<file path="src/rtl/kap_arb_pkg.sv">
// Shared definitions for the kap issue arbiter: FSM state encodings and the
// width helper used to size the grant index.
package kap_arb_pkg;

    typedef logic [1:0] kap_state_t;

    localparam kap_state_t ST_IDLE  = 2'd0;
    localparam kap_state_t ST_ISSUE = 2'd1;
    localparam kap_state_t ST_DONE  = 2'd2;

    // Bits needed to index n items; bounded loop so it elaborates as a constant.
    function automatic int kap_clog2(input int n);
        int w;
        w = 0;
        for (int i = 0; i < 31; i++) begin
            if ((1 << i) < n) begin
                w = i + 1;
            end
        end
        return w;
    endfunction

endpackage

</file>
<file path="src/rtl/kap_rr_pick.sv">
// Combinational rotating-priority picker: the first set request at or after
// ptr (wrapping modulo NREQ) wins.
module kap_rr_pick
    import kap_arb_pkg::*;
#(
    parameter int NREQ = 4,
    localparam int SRC_W = kap_clog2(NREQ)
) (
    input  logic [NREQ-1:0]  req,
    input  logic [SRC_W-1:0] ptr,
    output logic             valid,
    output logic [SRC_W-1:0] idx
);

    int               pos;
    logic [SRC_W-1:0] pos_idx;

    // Scan from the farthest slot back to ptr so the closest request is written last.
    always_comb begin
        valid   = 1'b0;
        idx     = '0;
        pos     = 0;
        pos_idx = '0;
        for (int k = NREQ - 1; k >= 0; k--) begin
            pos = int'(ptr) + k;
            if (pos >= NREQ) begin
                pos = pos - NREQ;
            end
            pos_idx = SRC_W'(pos);
            if (req[pos_idx]) begin
                valid = 1'b1;
                idx   = pos_idx;
            end
        end
    end

endmodule

</file>
<file path="src/rtl/kap_issue_arb.sv">
// Round-robin arbiter and issue sequencer sharing one kap control fork among
// NREQ requesters, with per-transaction timeout supervision and a done count.
module kap_issue_arb
    import kap_arb_pkg::*;
#(
    parameter int NREQ  = 4,
    parameter int CFG_W = 32,
    parameter int TMO_W = 16,
    parameter int CNT_W = 16,
    localparam int SRC_W = kap_clog2(NREQ)
) (
    input  logic                  clk,
    input  logic                  reset,
    input  logic                  en,
    input  logic [NREQ-1:0]       r_req,
    input  logic [NREQ*CFG_W-1:0] r_cfg,
    output logic [NREQ-1:0]       r_ack,
    output logic                  o_kap_req,
    input  logic                  o_kap_ack,
    output logic [CFG_W-1:0]      o_kap_cfg,
    output logic [SRC_W-1:0]      o_kap_src,
    input  logic [TMO_W-1:0]      tmo_limit,
    input  logic                  err_clr,
    output logic                  err_tmo,
    output logic [SRC_W-1:0]      err_src,
    output logic                  busy,
    output logic [CNT_W-1:0]      txn_cnt
);

    kap_state_t       state;
    logic [SRC_W-1:0] ptr;
    logic [TMO_W-1:0] tmo_cnt;
    logic             pick_valid;
    logic [SRC_W-1:0] pick_idx;
    logic [CFG_W-1:0] pick_cfg;
    logic             tmo_event;
    logic [SRC_W-1:0] ptr_next;

    kap_rr_pick #(
        .NREQ (NREQ)
    ) u_pick (
        .req   (r_req),
        .ptr   (ptr),
        .valid (pick_valid),
        .idx   (pick_idx)
    );

    always_comb begin
        pick_cfg = r_cfg[pick_idx*CFG_W +: CFG_W];
    end

    always_comb begin
        if (o_kap_src == SRC_W'(NREQ - 1)) begin
            ptr_next = '0;
        end else begin
            ptr_next = o_kap_src + SRC_W'(1);
        end
    end

    // Timeout is reporting only: the fork request is never withdrawn early.
    always_comb begin
        tmo_event = (state == ST_ISSUE) && (tmo_limit != '0) && !o_kap_ack &&
                    (tmo_cnt == tmo_limit - TMO_W'(1));
    end

    assign busy = (state != ST_IDLE);

    always_ff @(posedge clk) begin
        if (reset) begin
            state     <= ST_IDLE;
            o_kap_req <= 1'b0;
            o_kap_cfg <= '0;
            o_kap_src <= '0;
            r_ack     <= '0;
            ptr       <= '0;
            tmo_cnt   <= '0;
        end else begin
            r_ack <= '0;
            case (state)
                ST_IDLE: begin
                    if (en && pick_valid) begin
                        state     <= ST_ISSUE;
                        o_kap_req <= 1'b1;
                        o_kap_src <= pick_idx;
                        o_kap_cfg <= pick_cfg;
                        tmo_cnt   <= '0;
                    end
                end
                ST_ISSUE: begin
                    if (o_kap_ack) begin
                        state     <= ST_DONE;
                        o_kap_req <= 1'b0;
                        r_ack     <= NREQ'(1) << o_kap_src;
                    end
                    if (tmo_cnt != '1) begin
                        tmo_cnt <= tmo_cnt + TMO_W'(1);
                    end
                end
                ST_DONE: begin
                    state <= ST_IDLE;
                    ptr   <= ptr_next;
                end
                default: begin
                    state     <= ST_IDLE;
                    o_kap_req <= 1'b0;
                end
            endcase
        end
    end

    // A timeout in the same cycle as err_clr keeps the flag set.
    always_ff @(posedge clk) begin
        if (reset) begin
            err_tmo <= 1'b0;
            err_src <= '0;
        end else if (tmo_event) begin
            err_tmo <= 1'b1;
            if (!err_tmo) begin
                err_src <= o_kap_src;
            end
        end else if (err_clr) begin
            err_tmo <= 1'b0;
        end
    end

    always_ff @(posedge clk) begin
        if (reset) begin
            txn_cnt <= '0;
        end else if (state == ST_DONE) begin
            txn_cnt <= txn_cnt + CNT_W'(1);
        end
    end

    a_req_matches_issue: assert property (@(posedge clk) o_kap_req == (state == ST_ISSUE));
    a_ack_onehot: assert property (@(posedge clk) $onehot0(r_ack));

endmodule

</file>
<file path="config.mk">
export PLATFORM = sky130hd
export DESIGN_NAME = kap_issue_arb
export DESIGN_NICKNAME = d
export VERILOG_FILES = /design/src/rtl/kap_arb_pkg.sv /design/src/rtl/kap_rr_pick.sv /design/src/rtl/kap_issue_arb.sv
export SDC_FILE = /design/constraint.sdc
export NUM_CORES = 1
export LEC_CHECK = 0
export BUFFER_PORTS_ARGS = -buffer_cell sky130_fd_sc_hd__buf_2
export CORE_ASPECT_RATIO = 1.5
export CORE_MARGIN = 2
export CORE_UTILIZATION = 32
export CTS_CLUSTER_DIAMETER = 150
export DETAILED_ROUTE_END_ITERATION = 8
export PLACE_DENSITY = 0.62
export SLEW_MARGIN = 15
export SYNTH_ARGS = -nofsm -noshare
export SYNTH_HDL_FRONTEND = slang
export SYNTH_SLANG_ARGS = --single-unit
</file>
<file path="constraint.sdc">
create_clock -name clk -period 6.2 [get_ports clk]
set_input_delay 1.24 -clock clk [delete_from_list [all_inputs] [get_ports clk]]
set_output_delay 1.24 -clock clk [all_outputs]
set_load 0.05 [all_outputs]
</file>
==> summary.md, run 1 <==
| Metric | Value |
|---|---|
| Hold Slack | 0.4716 ns |
| Input/output buffers | 211 |
| Hold crit path type | reg2reg |
| GPL Wtd Cong | 0.8384 |
| Slew margin rel. | 21.76% |
| Post-synth ARST share | 0% |
| Setup TNS | 0 ns |
| # H-tree levels | 3 |
| Clock latency on the worst-skew pair | 0.33 ns |
| CP max FO | 36 |
| Sink Count | 78 |
| Setup Buffers After CTS | 0 |
| Period utilisation layout | 57.22% |
| Top_reg_cell synth | dfxtp_1 |
| Pwr dens | 227.7 nW/um^2 |
| Post-Route WL | 14240 um |
| Critical path class | in2reg |
| Die width | 104.1 um |
| First-pass GRT wire length | 22890 um |
| Number of global-route vias before repair | 4664 |
| Num CTS Buffers | 9 |
| Vias | 4658 |
| Die footprint | 16050 sq um |
| RSZ-0062 raised after global routing | no |
| Final Max Slew Viols | 0 |
| Synth Cell Area | 4810 sq um |
| FF+latch count, synth | 78 |
| Routed len/inst | 15.27 um |
| Dpl hpwl | 10940 um |
| Crit start category | input port |
| Maximum vdd drop | 0.1306 mV |
| Pin count of the biggest net entering global routing | 67 |
| Max_cap viols | 0 |
| Tmin final | 3.547 ns |
| Mapped Nets | 696 |
| Root buf cell | clkbuf_16 |
| Hold Fails Final Rpt | 0 |
| Seq/Total Area, Yosys | 32.47% |
| Fraction of layout cells with a size suffix above 1 | 37.41% |
| # rows | 54 |
| Worst slack, placed | 2.204 ns |
| Final nets | 888 |
| Synth unique cells | 54 |
| Initial Utilization | 32.96% |
| Clock transition at the registers of the reported paths | 0.06 ns |
| Post-route insts no fill | 932 |
| Leakage | 0.003028 uW |
| DRC viols | 0 |
| Initial antenna violation count | 1 |
| Mapped Avg Cell Area | 8.940 sq um |
| Final setup violation count | 0 |
| Post-synthesis cell count | 538 |
| Post-route worst setup slack | 2.653 ns |
| # IOs | 212 |
| Worst-margin pin slew | 1.171 ns |
| First-pass detailed-route iteration total | 5 |
| DRT iter0 DRCs | 168 |
| Global route overflow | 0 |
| EDFF count, synth | 0 |
| Core footprint | 14590 sq um |
| CTS tree | yes |
| Critical Path Sink Type | flop |
| Area grow syn2layout | 32.39% |
| Dpl cells | 915 |
| Max Freq | 281.9 MHz |
| Worst clock skew | 0.005113 ns |
| Resized cells post-CTS | 0 |
| Vias per cell | 4.998 |
| DRT antenna net count | 0 |
| Chip height | 154.2 um |
| Hold_buf cts | 0 |
| Clock Path Buffers | 2 |
| Status | complete, no violations |
| Synthesis Warnings | 0 |
| WP data required | 6.47 ns |
| Crit path DAT | 3.82 ns |
| Total Routing Usage GR | 17.76% |
-- logic make-up after synthesis --
kind of cell	share of synthesized area, %
AOI/OAI and AO/OA	9.938
xor gates and xnor gates	7.102
adders and majority gates	1.301
buffers and inverters	3.746
DFF	32.47
and+or+nand+nor	23.18
muxes	22.27
-- metal layers --
metal | up-vias | routed length (um) | track usage [%]
met3 | 21 | 979 | 5.129
met5 | - | 0 | 0
met4 | 0 | 357 | 6.885
met1 | 2138 | 5826 | 19.33
met2 | 167 | 7072 | 32.30
li1 | 2332 | - | -
-- sequential cells by signal, summed over array words and instances, names as in the netlist --
signal,count
state,2
ptr,2
o_kap_cfg,32
txn_cnt,16
o_kap_req,1
err_tmo,1
o_kap_src,2
err_src,2
tmo_cnt,16
r_ack,4
-- power breakdown --
part	switching, uW	leakage (uW)	internal (uW)
Sequential	15.6	0.000634	524
Clock	200	0.000161	393
Combinational	191	0.00223	127
-- per-stage QoR --
stage,area [sq um],utilization (%),total power [uW]
after global routing,6365,43.61,1513
final,6367,43.63,1450
after CTS,6360,43.58,1471
after global placement,6028,41.31,868.5
after floorplan,4810,-,759.6
after detailed placement,6028,41.31,869.9
-- cells in the final DEF, fill, tap and decap left out, types with 11 or more instances in the layout --
master,n
mux2i_1,71
nand3b_1,34
inv_1,12
buf_2,211
xor2_1,16
mux2_2,32
nand2_1,23
a21oi_1,16
dfxtp_1,78
o21ai_0,38
nand4_1,11
nand3_1,13
xnor2_1,23
nor2_1,42
-- cell type report --
cell class	count	area, sq um
Antenna cell	1	2.502
Clock buffer	12	236.5
Clock inverter	4	95.09
Fill cell	1500	8227
Inverter	12	45.04
Multi-Input combinational cell	416	3098
Sequential cell	78	1562
Tap cell	196	245.2
Timing Repair Buffer	213	1084
-- path summary, 6_finish.rpt --
kind	depth (start not counted)	endpoint	startpoint	slack [ns]
setup / recovery	6	tmo_cnt[12]	r_req[1]	2.65
hold / removal	2	err_src[0]	err_src[0]	0.47
setup reg to reg	6	tmo_cnt[2]	tmo_cnt[7]	3.86
hold reg to reg	2	err_src[0]	err_src[0]	0.47
-- worst max-delay path, cell delays in order --
cell,delay [ns]
buf_2,0.12
o41ai_1,0.81
or2_2,0.70
nand2b_1,0.42
or3_1,0.44
nand2_1,0.07
-- cell usage after synthesis (all sizes together), types with 2 or more instances --
master    n  area share, %
dfxtp    78             32
o2111ai   3           0.55
xnor2    23            4.2
mux2     32            7.5
and3      6           0.78
and4      2           0.36
buf      10            1.1
ha        5            1.3
or3       9            1.2
or2       4           0.52
or4       4           0.70
a21o      2           0.31
a31o      2           0.36
nand3b   34            5.3
o221ai    2           0.49
nand3    13            1.4
nor3b     3           0.47
clkbuf   22            1.7
nand2    23            1.8
nor3     11            1.2
a21oi    17            1.8
inv      12           0.94
o21ai    38            4.0
nor2b     6           0.78
nor4      7            1.7
or3b      2           0.36
o41ai     3           0.55
o31a      2           0.36
mux2i    71             15
nor2     42            3.3
xor2     16            2.9
o22ai     3           0.39
nand2b    9            1.2
nand4    11            1.4
No activity file was read; power rests on OpenSTA's default activity.
==> inputs of run 2 (changes only) <==
--- a/config.mk
+++ b/config.mk
@@ -11,7 +11,7 @@
 export CORE_UTILIZATION = 32
 export CTS_CLUSTER_DIAMETER = 150
 export DETAILED_ROUTE_END_ITERATION = 8
-export PLACE_DENSITY = 0.62
+export PLACE_DENSITY = 0.64
 export SLEW_MARGIN = 15
 export SYNTH_ARGS = -nofsm -noshare
 export SYNTH_HDL_FRONTEND = slang
==> constraint.sdc (replaced) <==
create_clock -name clk -period 3.1 [get_ports clk]
set_input_delay 0.62 -clock clk [delete_from_list [all_inputs] [get_ports clk]]
set_output_delay 0.62 -clock clk [all_outputs]
set_load 0.05 [all_outputs]
==> run 2 against run 1 <==
Utilization increased by 0.27 points. Sequential cell count unchanged. Count of clock-buffer cells in the layout decreased by 2. Clock power increased by 84%. Sequential share of layout area decreased by 0.15 points.
==> summary.md, run 2 (same netlist as run 1, synthesis figures left out) <==
| Metric | Value |
|---|---|
| CTS tree | yes (unchanged) |
| Initial antenna violation count | 1 (unchanged) |
| Clock latency on the worst-skew pair | 0.34 ns (was 0.33 ns) |
| Pin count of the biggest net entering global routing | 56 (was 67) |
| Hold Fails Final Rpt | 0 (unchanged) |
| Fillers | 1502 (was 1500) |
| Min-Delay Startpoint | err_src[1] (was err_src[0]) |
| DRT antenna net count | 0 (unchanged) |
| Slew margin rel. | 59.50% (was 21.76%) |
| Total Routing Usage GR | 17.72% (was 17.76%) |
| Utilization after layout | 43.90% (was 43.63%) |
| WP data required | 3.37 ns (was 6.47 ns) |
| Crit path DAT | 2.81 ns (was 3.82 ns) |
| Clock Path Buffers | 2 (unchanged) |
| Reg2reg path depth | 7 (was 6) |
| DRC viols | 0 (unchanged) |
| Final setup violation count | 0 (unchanged) |
| Hold_buf cts | 0 (unchanged) |
| Clock transition at the registers of the reported paths | 0.06 ns (about the same) |
| # IOs | 212 (unchanged) |
| Setup Buffers After CTS | 0 (unchanged) |
| Tmin final | 2.544 ns |
| Input/output buffers | 211 (unchanged) |
| Chip height | 154.2 um (unchanged) |
| Leakage | 0.003057 uW (was 0.003028 uW) |
| Max_cap viols | 0 (unchanged) |
| Setup TNS | 0 ns (unchanged) |
| Fraction of layout cells with a size suffix above 1 | 38.44% (was 37.41%) |
| Leading cell type in the layout, fill and taps excluded | buf_2 (unchanged) |
| Reg with most FFs | o_kap_cfg (unchanged) |
| CP max FO | 9 (was 36) |
| Max Freq | 393.1 MHz |
| RSZ-0062 raised after global routing | no (unchanged) |
| GPL Wtd Cong | 0.9984 (was 0.8384) |
| Commonest cells after routing, fill and taps aside | buf_2, dfxtp_1, mux2i_1 (unchanged) |
| Status | complete, no violations (unchanged) |
| Dpl hpwl | 11040 um (was 10940 um) |
| Core footprint | 14590 sq um (unchanged) |
| Worst hold path depth | 2 (unchanged) |
| # rows | 54 (unchanged) |
| Pwr dens | 439.2 nW/um^2 (was 227.7 nW/um^2) |
| Critical Path Start | tmo_limit[3] (was r_req[1]) |
| Die width | 104.1 um (unchanged) |
| Number of global-route vias before repair | 4760 (was 4664) |
| Final nets | 897 (was 888) |
| Sink Count | 78 (unchanged) |
| Crit Reg-Reg Startpoint | tmo_cnt[0] (was tmo_cnt[7]) |
| Worst-margin pin slew | 0.6029 ns (was 1.171 ns) |
| Crit start category | input port (unchanged) |
| Routed len/inst | 14.96 um (was 15.27 um) |
| # H-tree levels | 3 (unchanged) |
| Area grow syn2layout | 33.22% (was 32.39%) |
| Register area | 1562 sq um (unchanged) |
| Global route overflow | 0 (unchanged) |
| Root buf cell | clkbuf_16 (unchanged) |
| DRT iter0 DRCs | 125 (was 168) |
| Maximum vdd drop | 0.2229 mV (was 0.1306 mV) |
| Biggest regs | o_kap_cfg (32), tmo_cnt (16), txn_cnt (16) (unchanged) |
| Period utilisation layout | 82.06% |
| Worst clock skew | 0.007573 ns (was 0.005113 ns) |
| Multi-input logic area | 3093 sq um (was 3098 sq um) |
| Critical Path Sink Type | flop (unchanged) |
| Critical path class | in2reg (unchanged) |
| Vias per cell | 4.998 (about the same) |
| Final Max Slew Viols | 0 (unchanged) |
| First-pass detailed-route iteration total | 4 (was 5) |
| Initial Utilization | 32.96% (unchanged) |
| Post-Route WL | 14090 um (was 14240 um) |
| First-pass GRT wire length | 22800 um (was 22890 um) |
| Resized cells post-CTS | 0 (unchanged) |
| Num CTS Buffers | 9 (unchanged) |
| Die footprint | 16050 sq um (unchanged) |
| Vias | 4708 (was 4658) |
| Hold crit path type | reg2reg (unchanged) |
| Max reg flops | 32 (unchanged) |
[run 2: cell types whose count changed in the layout (fill, tap and decap cells not counted), moves of 2 or more]
| cell | before | now |
|---|---|---|
| inv_6 | 0 | 2 |
| clkinvlp_4 | 0 | 2 |
| buf_4 | 1 | 10 |
| bufinv_16 | 3 | 1 |
| clkbuf_1 | 3 | 0 |
[run 2: path summary, 6_finish.rpt]
check | endpoint | slack (ns)
setup / recovery | err_tmo | 0.56
hold / removal | err_src[1] | 0.48
setup reg to reg | tmo_cnt[12] | 0.71
hold reg to reg | err_src[1] | 0.48
[run 2: layout make-up]
type	count	area share, %
Sequential cell	78	24.37
Multi-Input combinational cell	416	48.27
Inverter	12	0.7030
Clock buffer	10	3.730
Timing Repair Buffer	222	17.97
Antenna cell	2	0.07811
Tap cell	196	3.827
Clock inverter	6	1.054
[run 2: where the power goes]
part	leakage [uW]	internal [uW]	switching [uW]
sequential	0.000634	1050	29.9
combinational	0.00228	260	387
clock	0.000146	650	440
total	0.00306	1960	857
[run 2: metal layers]
| layer | vias to the layer above | track usage (%) | share of wire, % |
|---|---|---|---|
| met2 | 183 | 33.21 | 52 |
| met1 | 2144 | 18.74 | 39 |
| met5 | - | 0 | 0 |
| met4 | 0 | 8.366 | 2.9 |
| li1 | 2350 | - | - |
| met3 | 31 | 3.688 | 6.1 |
[run 2: metrics by stage]
stage / std cells / setup WS [ns] / hold WS (ns) / power (uW) / instance area, sq um
3_3_place_gp: 924 / 0.2469 / 0.4651 / 1749 / 6096
2_1_floorplan: 538 / 0.5599 / 0.4789 / 1519 / 4810
5_1_grt: 940 / 0.4380 / 0.5060 / 2945 / 6402
3_5_place_dp: 924 / 0.2278 / 0.4690 / 1751 / 6096
6_report: 942 / 0.5561 / 0.4762 / 2814 / 6407
4_1_cts: 940 / 0.5739 / 0.4815 / 2851 / 6402
[run 2: critical path, stage by stage]
cell     delay (ns)
buf_2          0.14
nor4_4         0.51
and3_1         0.25
xnor2_1        0.14
or3b_2         0.47
or4_1          0.53
a21oi_1        0.15
